<file path="src/rtl/mdu_iterative.sv">
// Iterative RV32M multiply/divide unit: radix-2 shift-add multiply, restoring divide.
// Define MDU_DIV_EN to build the divider; without it DIV*/REM* complete in one step with result 0.
module mdu_iterative #(
    parameter int WIDTH = 32
) (
    input  logic             clk,
    input  logic             rst_n,
    input  logic             start,
    input  logic [2:0]       funct3,
    input  logic [WIDTH-1:0] operand_a,
    input  logic [WIDTH-1:0] operand_b,
    output logic             busy,
    output logic             done,
    output logic [WIDTH-1:0] result
);
    localparam int CW = $clog2(WIDTH + 1);

    // FAST carries the one-cycle special-case path without raising busy.
    typedef enum logic [1:0] {IDLE, BUSY, FAST, DONE} state_t;

    state_t             state;
    logic [2:0]         op;
    logic [CW-1:0]      counter;
    logic [WIDTH:0]     acc_hi;
    logic [WIDTH-1:0]   acc_lo;
    logic [WIDTH-1:0]   opd;
    logic               neg_res;
`ifdef MDU_DIV_EN
    logic               neg_rem;
    logic [WIDTH:0]     div_shift;
    logic [WIDTH:0]     div_diff;
    logic [WIDTH-1:0]   quot_s;
    logic [WIDTH-1:0]   rem_s;
`endif

    logic               a_signed, b_signed, a_neg, b_neg;
    logic [WIDTH-1:0]   a_mag, b_mag;
    logic               special;
    logic [WIDTH-1:0]   special_val;
    logic [WIDTH:0]     mul_sum;
    logic [WIDTH:0]     hi_step;
    logic [WIDTH-1:0]   lo_step;
    logic [2*WIDTH-1:0] prod, prod_s;
    logic [WIDTH-1:0]   final_val;

    // Edge-0 decode: operand signedness, magnitudes and the short-circuit cases.
    always_comb begin
        // NOTE: every always_comb output gets a default first so no path can infer a latch.
        special     = 1'b0;
        special_val = '0;
        a_signed    = (funct3 == 3'b001) || (funct3 == 3'b010) ||
                      (funct3 == 3'b100) || (funct3 == 3'b110);
        b_signed    = (funct3 == 3'b001) || (funct3 == 3'b100) || (funct3 == 3'b110);
        a_neg       = a_signed & operand_a[WIDTH-1];
        b_neg       = b_signed & operand_b[WIDTH-1];
        a_mag       = a_neg ? ('0 - operand_a) : operand_a;
        b_mag       = b_neg ? ('0 - operand_b) : operand_b;
`ifdef MDU_DIV_EN
        if (funct3[2]) begin
            if (operand_b == '0) begin
                special     = 1'b1;
                special_val = funct3[1] ? operand_a : '1;
            end else if (!funct3[0] && operand_a == {1'b1, {(WIDTH-1){1'b0}}} &&
                         operand_b == '1) begin
                special     = 1'b1;
                special_val = funct3[1] ? '0 : operand_a;
            end
        end
`else
        special = funct3[2];
`endif
    end

    // One iteration of the shared {acc_hi, acc_lo} datapath, plus sign fix-up of the final value.
    always_comb begin
        mul_sum = acc_lo[0] ? (acc_hi + {1'b0, opd}) : acc_hi;
        hi_step = {1'b0, mul_sum[WIDTH:1]};
        lo_step = {mul_sum[0], acc_lo[WIDTH-1:1]};
        prod      = {acc_hi[WIDTH-1:0], acc_lo};
        prod_s    = neg_res ? ('0 - prod) : prod;
        final_val = (op == 3'b000) ? prod_s[WIDTH-1:0] : prod_s[2*WIDTH-1:WIDTH];
`ifdef MDU_DIV_EN
        div_shift = {acc_hi[WIDTH-1:0], acc_lo[WIDTH-1]};
        div_diff  = div_shift - {1'b0, opd};
        quot_s    = neg_res ? ('0 - acc_lo) : acc_lo;
        rem_s     = neg_rem ? ('0 - acc_hi[WIDTH-1:0]) : acc_hi[WIDTH-1:0];
        if (op[2]) begin
            final_val = op[1] ? rem_s : quot_s;
            if (!div_diff[WIDTH]) begin
                hi_step = {1'b0, div_diff[WIDTH-1:0]};
                lo_step = {acc_lo[WIDTH-2:0], 1'b1};
            end else begin
                hi_step = {1'b0, div_shift[WIDTH-1:0]};
                lo_step = {acc_lo[WIDTH-2:0], 1'b0};
            end
        end
`endif
    end

    always_ff @(posedge clk or negedge rst_n) begin
        if (!rst_n) begin
            state   <= IDLE;
            busy    <= 1'b0;
            done    <= 1'b0;
            result  <= '0;
            counter <= '0;
            op      <= '0;
            acc_hi  <= '0;
            acc_lo  <= '0;
            opd     <= '0;
            neg_res <= 1'b0;
`ifdef MDU_DIV_EN
            neg_rem <= 1'b0;
`endif
        end else begin
            // NOTE: non-blocking assignments so every register updates from pre-edge values.
            case (state)
                IDLE, DONE: begin
                    done  <= 1'b0;
                    busy  <= 1'b0;
                    state <= IDLE;
                    if (start) begin
                        op      <= funct3;
                        neg_res <= a_neg ^ b_neg;
`ifdef MDU_DIV_EN
                        neg_rem <= a_neg;
`endif
                        acc_hi  <= '0;
                        if (special) begin
                            acc_lo <= special_val;
                            state  <= FAST;
                        end else begin
                            state   <= BUSY;
                            busy    <= 1'b1;
                            counter <= CW'(WIDTH);
                            // Multiply walks the multiplier in acc_lo; divide shifts the dividend out of it.
                            if (funct3[2]) begin
                                acc_lo <= a_mag;
                                opd    <= b_mag;
                            end else begin
                                acc_lo <= b_mag;
                                opd    <= a_mag;
                            end
                        end
                    end
                end
                BUSY: begin
                    if (counter != '0) begin
                        acc_hi  <= hi_step;
                        acc_lo  <= lo_step;
                        counter <= counter - CW'(1);
                    end else begin
                        result <= final_val;
                        done   <= 1'b1;
                        busy   <= 1'b0;
                        state  <= DONE;
                    end
                end
                FAST: begin
                    result <= acc_lo;
                    done   <= 1'b1;
                    state  <= DONE;
                end
                default: state <= IDLE;
            endcase
        end
    end
endmodule

</file>
<file path="config.mk">
export PLATFORM = sky130hd
export DESIGN_NAME = mdu_iterative
export DESIGN_NICKNAME = d
export VERILOG_FILES = /design/src/rtl/mdu_iterative.sv
export SDC_FILE = /design/constraint.sdc
export NUM_CORES = 1
export LEC_CHECK = 0
export CORE_ASPECT_RATIO = 1.5
export CORE_MARGIN = 2
export CORE_UTILIZATION = 38
export CTS_CLUSTER_SIZE = 16
export DETAILED_ROUTE_END_ITERATION = 12
export GPL_ROUTABILITY_DRIVEN = 1
export PLACE_DENSITY = 0.56
export SLEW_MARGIN = 20
export SYNTH_ARGS = -nofsm -noshare
export SYNTH_HDL_FRONTEND = slang
export SYNTH_SLANG_ARGS = --single-unit
export TNS_END_PERCENT = 1
</file>
<file path="constraint.sdc">
create_clock -name clk -period 4.25 [get_ports clk]
set_input_delay 0.6375 -clock clk [delete_from_list [all_inputs] [get_ports clk]]
set_output_delay 0.6375 -clock clk [all_outputs]
set_load 0.02 [all_outputs]
</file>
======== Yosys cells after proc, flatten, opt, wreduce, memory -nomap -nowiden ========
Index checks and enable logic that the tools add are counted.
word-level totals
  bits in writable memories ............... 0
  register bits after elaboration ......... 143
  latch bits .............................. 0
  input bits .............................. 70
  word-level logic and storage cells ...... 75
  output and inout port bits .............. 34
  bits in read-only memories .............. 0
  memories ................................ 0
cells by class
  div/mod/pow operators ................... 0
  order comparisons ....................... 0
  multiply operators ...................... 0
  reductions and logical operators ........ 17
  equality and inequality tests ........... 11
  mux-type cells .......................... 28
  bitwise logic cells ..................... 4
  add/subtract/negate cells ............... 5
  shifts and indexed selects .............. 0
operators by type and width
  operator                                                              count
  32-bit 2-to-1 mux                                                     7
  32-bit one-hot mux with 2 select lines                                2
  33-bit 2-to-1 mux                                                     3
  33-bit one-hot mux with 2 select lines                                1
  64-bit 2-to-1 mux                                                     1
  1-bit by 32-bit subtractor with 32-bit output (first input constant)  2
  1-bit by 64-bit subtractor with 64-bit output (first input constant)  1
  33-bit by 32-bit adder with 33-bit output                             1
  6-bit 2-to-1 mux                                                      3
  6-bit one-hot mux with 2 select lines                                 1
  2-bit != test (second input constant)                                 4
  3-bit == test (second input constant)                                 2
  2-bit 2-to-1 mux                                                      3
  2-bit one-hot mux with 3 select lines                                 1
  2-bit AND reduction                                                   3
  3-bit AND reduction                                                   2
  6-bit nonzero test                                                    1
  6-bit by 1-bit subtractor with 6-bit output (second input constant)   1
  1-bit logical OR                                                      5
  2-bit == test (second input constant)                                 2
  1-bit 2-to-1 mux                                                      4
  4-bit AND reduction                                                   1
  2-bit nonzero test                                                    2
  3-bit by 1-bit == test with 1-bit output (second input constant)      1
  other kinds (10)                                                      11

======== Depth between registers and ports, before layout ========
  depth in word-level cells ............... 8
  depth in mapped cells ................... 11
  mapped depth without buffers ............ 11

======== Worst setup path before layout ========
No wires, ideal clock.
  path type ............................... reg2reg
  start point ............................. reg acc_lo[0]
  end point ............................... reg result[22]
  cell stages (with the launch flop) ...... 12
  buffers on the path ..................... 1
  data arrival time ....................... 3,086 ps
  slack ................................... 1,038 ps
  clock period less this slack ............ 3,212 ps
  cells stage by stage .................... dfrtp_1 -> buf_1 -> inv_1 -> ha_1 -> nand2b_1 -> or4_1 -> or4_4 -> o41a_1 -> a21oi_2 -> nand2_1 -> xor2_1 -> a221o_1
on the way
  cells in the longest elaborated chain, start to end .. 5
RTL lines
  element                                        line  source
  start: declaration                             25    logic [WIDTH-1:0] acc_lo;
  start signal: assignment                       130   acc_lo <= special_val;
  start signal: assignment                       138   acc_lo <= a_mag;
  start signal: assignment                       141   acc_lo <= b_mag;
  1-bit by 64-bit subtractor with 64-bit output  80    prod_s = neg_res ? ('0 - prod) : prod;
  64-bit 2-to-1 mux                              80
  32-bit 2-to-1 mux                              81    final_val = (op == 3'b000) ? prod_s[WIDTH-1:0] : prod_s[2*WIDTH-1:WIDTH];
  32-bit 2-to-1 mux                              148   if (counter != '0) begin
  32-bit one-hot mux with 2 select lines         117   case (state)
  end signal: assignment                         153   result <= final_val;
  end signal: assignment                         160   result <= acc_lo;
  end: declaration                               14    output logic [WIDTH-1:0] result
No other way between the ends. The select of a mux whose other input is x is not followed.
A chain may end at the register's enable or synchronous reset.

======== Worst setup path in the final report ========
  start point ............................. reg acc_lo[10]
  end point ............................... reg result[22]
The elaborated chain is that of the path after synthesis.

==> summary.txt <==
Power and ir drop
  • P_leak: approximately 5.2 nW
  • Max VDD drop: 0.330 mV
  • Pwr Total: 0.0101 W
  • Pwr/cell area: approximately 790 nW/um2

Synthesis
  • Main combinational cell family by area after synthesis: compound AO/OA/AOI/OAI gates
  • EDFF count, synth: 0
  • Multiplexer share of the synthesized area: between 1.5 and 2%
  • Ys flop type: dfrtp_1
  • Post-synth top area cell: dfrtp_1
  • Register area share after synthesis: 32.9%
  • Simple-gate share of the synthesized area: 19.8%
  • Most common cell in the netlist: dfrtp_1
  • Cells after synthesis: 1,341
  • Post-Syn Nets: 1,451
  • Syn avg cell area: 8.05 um2
  • Synth Area in Compound Gates: 25.9%
  • Main area contributors after synthesis: dfrtp_1 (33%), a21oi_1 (6.2%), xor2_1 (5.6%)
  • Post-synth top area share: about 33%
  • Yosys reg bits: 142
  • Synthesis Warnings: 0
  • Adder-cell share of the synthesized area: 4.71%
  • Cell area after synthesis: 10,800 um2
  • Commonest cells in the netlist: dfrtp_1 (142), nand2_1 (141), a21oi_1 (134)
  • Ys async rst share: 100%
  • Post-synth cell types: 68
  • Xor/xnor share of the synthesized area: a little over a tenth

Global routing
  • First-pass GRT wire length: approximately 57 mm
  • Total GRT Usage: 24.5%
  • Largest net degree at the start of global routing: between 80 and 90
  • Vias in the first global route: 10,540
  • GR Overflow Total: 0
  • Initial antenna violation count: 0

Drt
  • Mean routed wirelength per cell: ~20 um
  • DR iter-0 viols: around 660
  • Total iterations of the first detailed-routing run: 6
  • DR DRC count: 0
  • Routed WL: roughly 36 mm
  • Detailed-route via count: 10,440
  • Via density: 5.87
  • Final ANT Viol Nets: 0

Place
  • Placed Area: around 12,000 um2
  • IO Port Bufs: ~100
  • RD Place Congestion: roughly 0.95
  • Hpwl dp: 27.1 mm

Clock network
  • CTS resizes: 0
  • Post-CTS Hold Fix Bufs: 0
  • CTS buffer count: 17
  • Clock Sinks: about 140
  • Root Buffer: clkbuf_16
  • CTS max path bufs: 2
  • CTS tree: done
  • Post-CTS setup buffers: 0
  • Clock-pin slew on the worst setup and hold paths: approximately 0.06 ns
  • Clock insertion delay at the later pin of the skew report: about 0.46 ns
  • H-tree depth: 4

Critical path
  • Worst setup SP type: flip-flop
  • Crit path arrival time: ~3.7 ns
  • Critical path class: flip-flop to flip-flop
  • Req. time, crit path: roughly 4.6 ns
  • Largest fanout on the critical path: 7
  • FF-to-FF setup slack: 0.85 ns
  • Worst Setup End Kind: flip-flop

Floorplanning
  • Chip height: 210 um
  • DIE WIDTH: 142 um
  • Core Area: 28,000 um2
  • Initial Util: 38.6%
  • Die area: 29,800 um2
  • # IOs: 104
  • Std cell rows: 75

Cells and area
  • Final instance area: between 10,000 and 15,000 um2
  • Fraction of layout cells with a size suffix above 1: under 10%
  • Area grow syn2layout: 19.2%
  • Antenna diodes: 0
  • Layout fillers: 2,881
  • Final net count: 1,529

Timing
  • Final setup viols: 0
  • Fin. max-slew vios: 0
  • Fin Setup TNS: 0 ns
  • Crit share post-route: 80.0%
  • Final Hold Fails: 0
  • Crit path time final: 3.40 ns
  • Least-Margin Pin Slew: around 0.88 ns
  • Fmax achieved: 294 MHz
  • Slew HR: 41.4%
  • Worst Skew: 0.0133 ns
  • RSZ-0062 raised after global routing: no

Run status
  • Status: completed

Worst hold path
  • Hold crit path type: input port to asynchronous set/reset pin

Run
  • Max-capacitance violation count: 0
-- report_power, final --
group | internal [W] | switching, W | leakage, nW
Clock | 0.00102 | 0.000613 | 0.311
Sequential | 0.00196 | 0.000800 | 1.76
Combinational | 0.00222 | 0.00354 | 3.13
Total | 0.00520 | 0.00495 | 5.21
-- layout by cell type, fill, tap and decap left out, types with 5 or more instances in the layout --
master / count
nor2b_1: 6
ha_1: 39
nor4_1: 16
a21oi_1: 133
o21a_1: 5
and3_1: 15
mux2i_1: 14
o21ai_0: 119
nor3b_1: 7
o22ai_1: 36
dfrtp_1: 142
o31ai_1: 28
clkinv_2: 6
buf_4: 34
a31oi_1: 9
o21bai_1: 6
nor3_1: 29
xnor2_1: 64
a21boi_0: 5
clkdlybuf4s50_1: 102
or2_2: 6
nand2_1: 140
inv_1: 39
o41ai_1: 18
or3_1: 28
o221ai_1: 13
or4_1: 11
nand3_1: 33
o211ai_1: 11
xor2_1: 69
nor2_1: 109
a21o_1: 15
nand4_1: 11
a211oi_1: 8
nand2b_1: 9
clkbuf_16: 17
and2_1: 6
-- area by class of cell --
cell class	instances	area, um2	share of cell area [%]
well taps	346	433	3.37
clock buffers	20	467	3.63
inverters	39	146	1.14
clock inverters	12	165	1.28
flip-flops and latches	142	3550	27.6
repair buffers	137	1290	10.0
multi-input cells	1082	6810	53.0
-- metrics by stage --
| stage | utilization, % | hold slack [ns] | cells | setup WS (ns) |
|---|---|---|---|---|
| 2_1_floorplan | - | 0.342 | 1341 | 1.04 |
| 3_3_place_gp | 43.7 | 0.468 | 1746 | 0.557 |
| 3_5_place_dp | 43.7 | 0.473 | 1746 | 0.537 |
| 4_1_cts | 46.0 | 0.277 | 1778 | 0.865 |
| 5_1_grt | 46.0 | 0.295 | 1778 | 0.757 |
| 6_report | 46.0 | 0.224 | 1778 | 0.850 |
-- logic make-up after synthesis --
kind of cell | Yosys count
muxes | 17
xor gates and xnor gates | 133
and+or+nand+nor | 445
adders and majority gates | 40
AOI/OAI and AO/OA | 447
DFF | 142
buffers and inverters | 117
-- per-layer routing --
metal	GRT usage [%]	up-vias	routed length (um)
li1	-	5089	-
met1	27.7	4998	14300
met2	45.0	275	18600
met3	3.02	78	1090
met4	12.5	0	1620
met5	0	-	0
-- critical path: stages (launching register included) --
cell     delay, ns
dfrtp_1       0.47
or4_4         0.58
or4_1         0.58
or4_4         0.48
o41a_1        0.43
a21oi_2       0.21
nand2_1       0.09
xor2_1        0.14
a221o_1       0.31
-- path summary, 6_finish.rpt --
path	from	end	cells after the start
hold reg to reg	opd[10]	opd[10]	2
max in group asynchronous	rst_n	result[13]	2
min in group clk	opd[10]	opd[10]	2
setup / recovery	acc_lo[10]	result[22]	8
hold / removal	rst_n	opd[1]	1
setup reg to reg	acc_lo[10]	result[22]	8
-- flip-flops by register name, indices dropped and copies added, names as in the netlist --
register and count:
acc_hi 32, neg_res 1, op 3, state 2
acc_lo 32, done 1, busy 1, result 32
opd 32, counter 6
No activity file was read; power rests on OpenSTA's default activity.
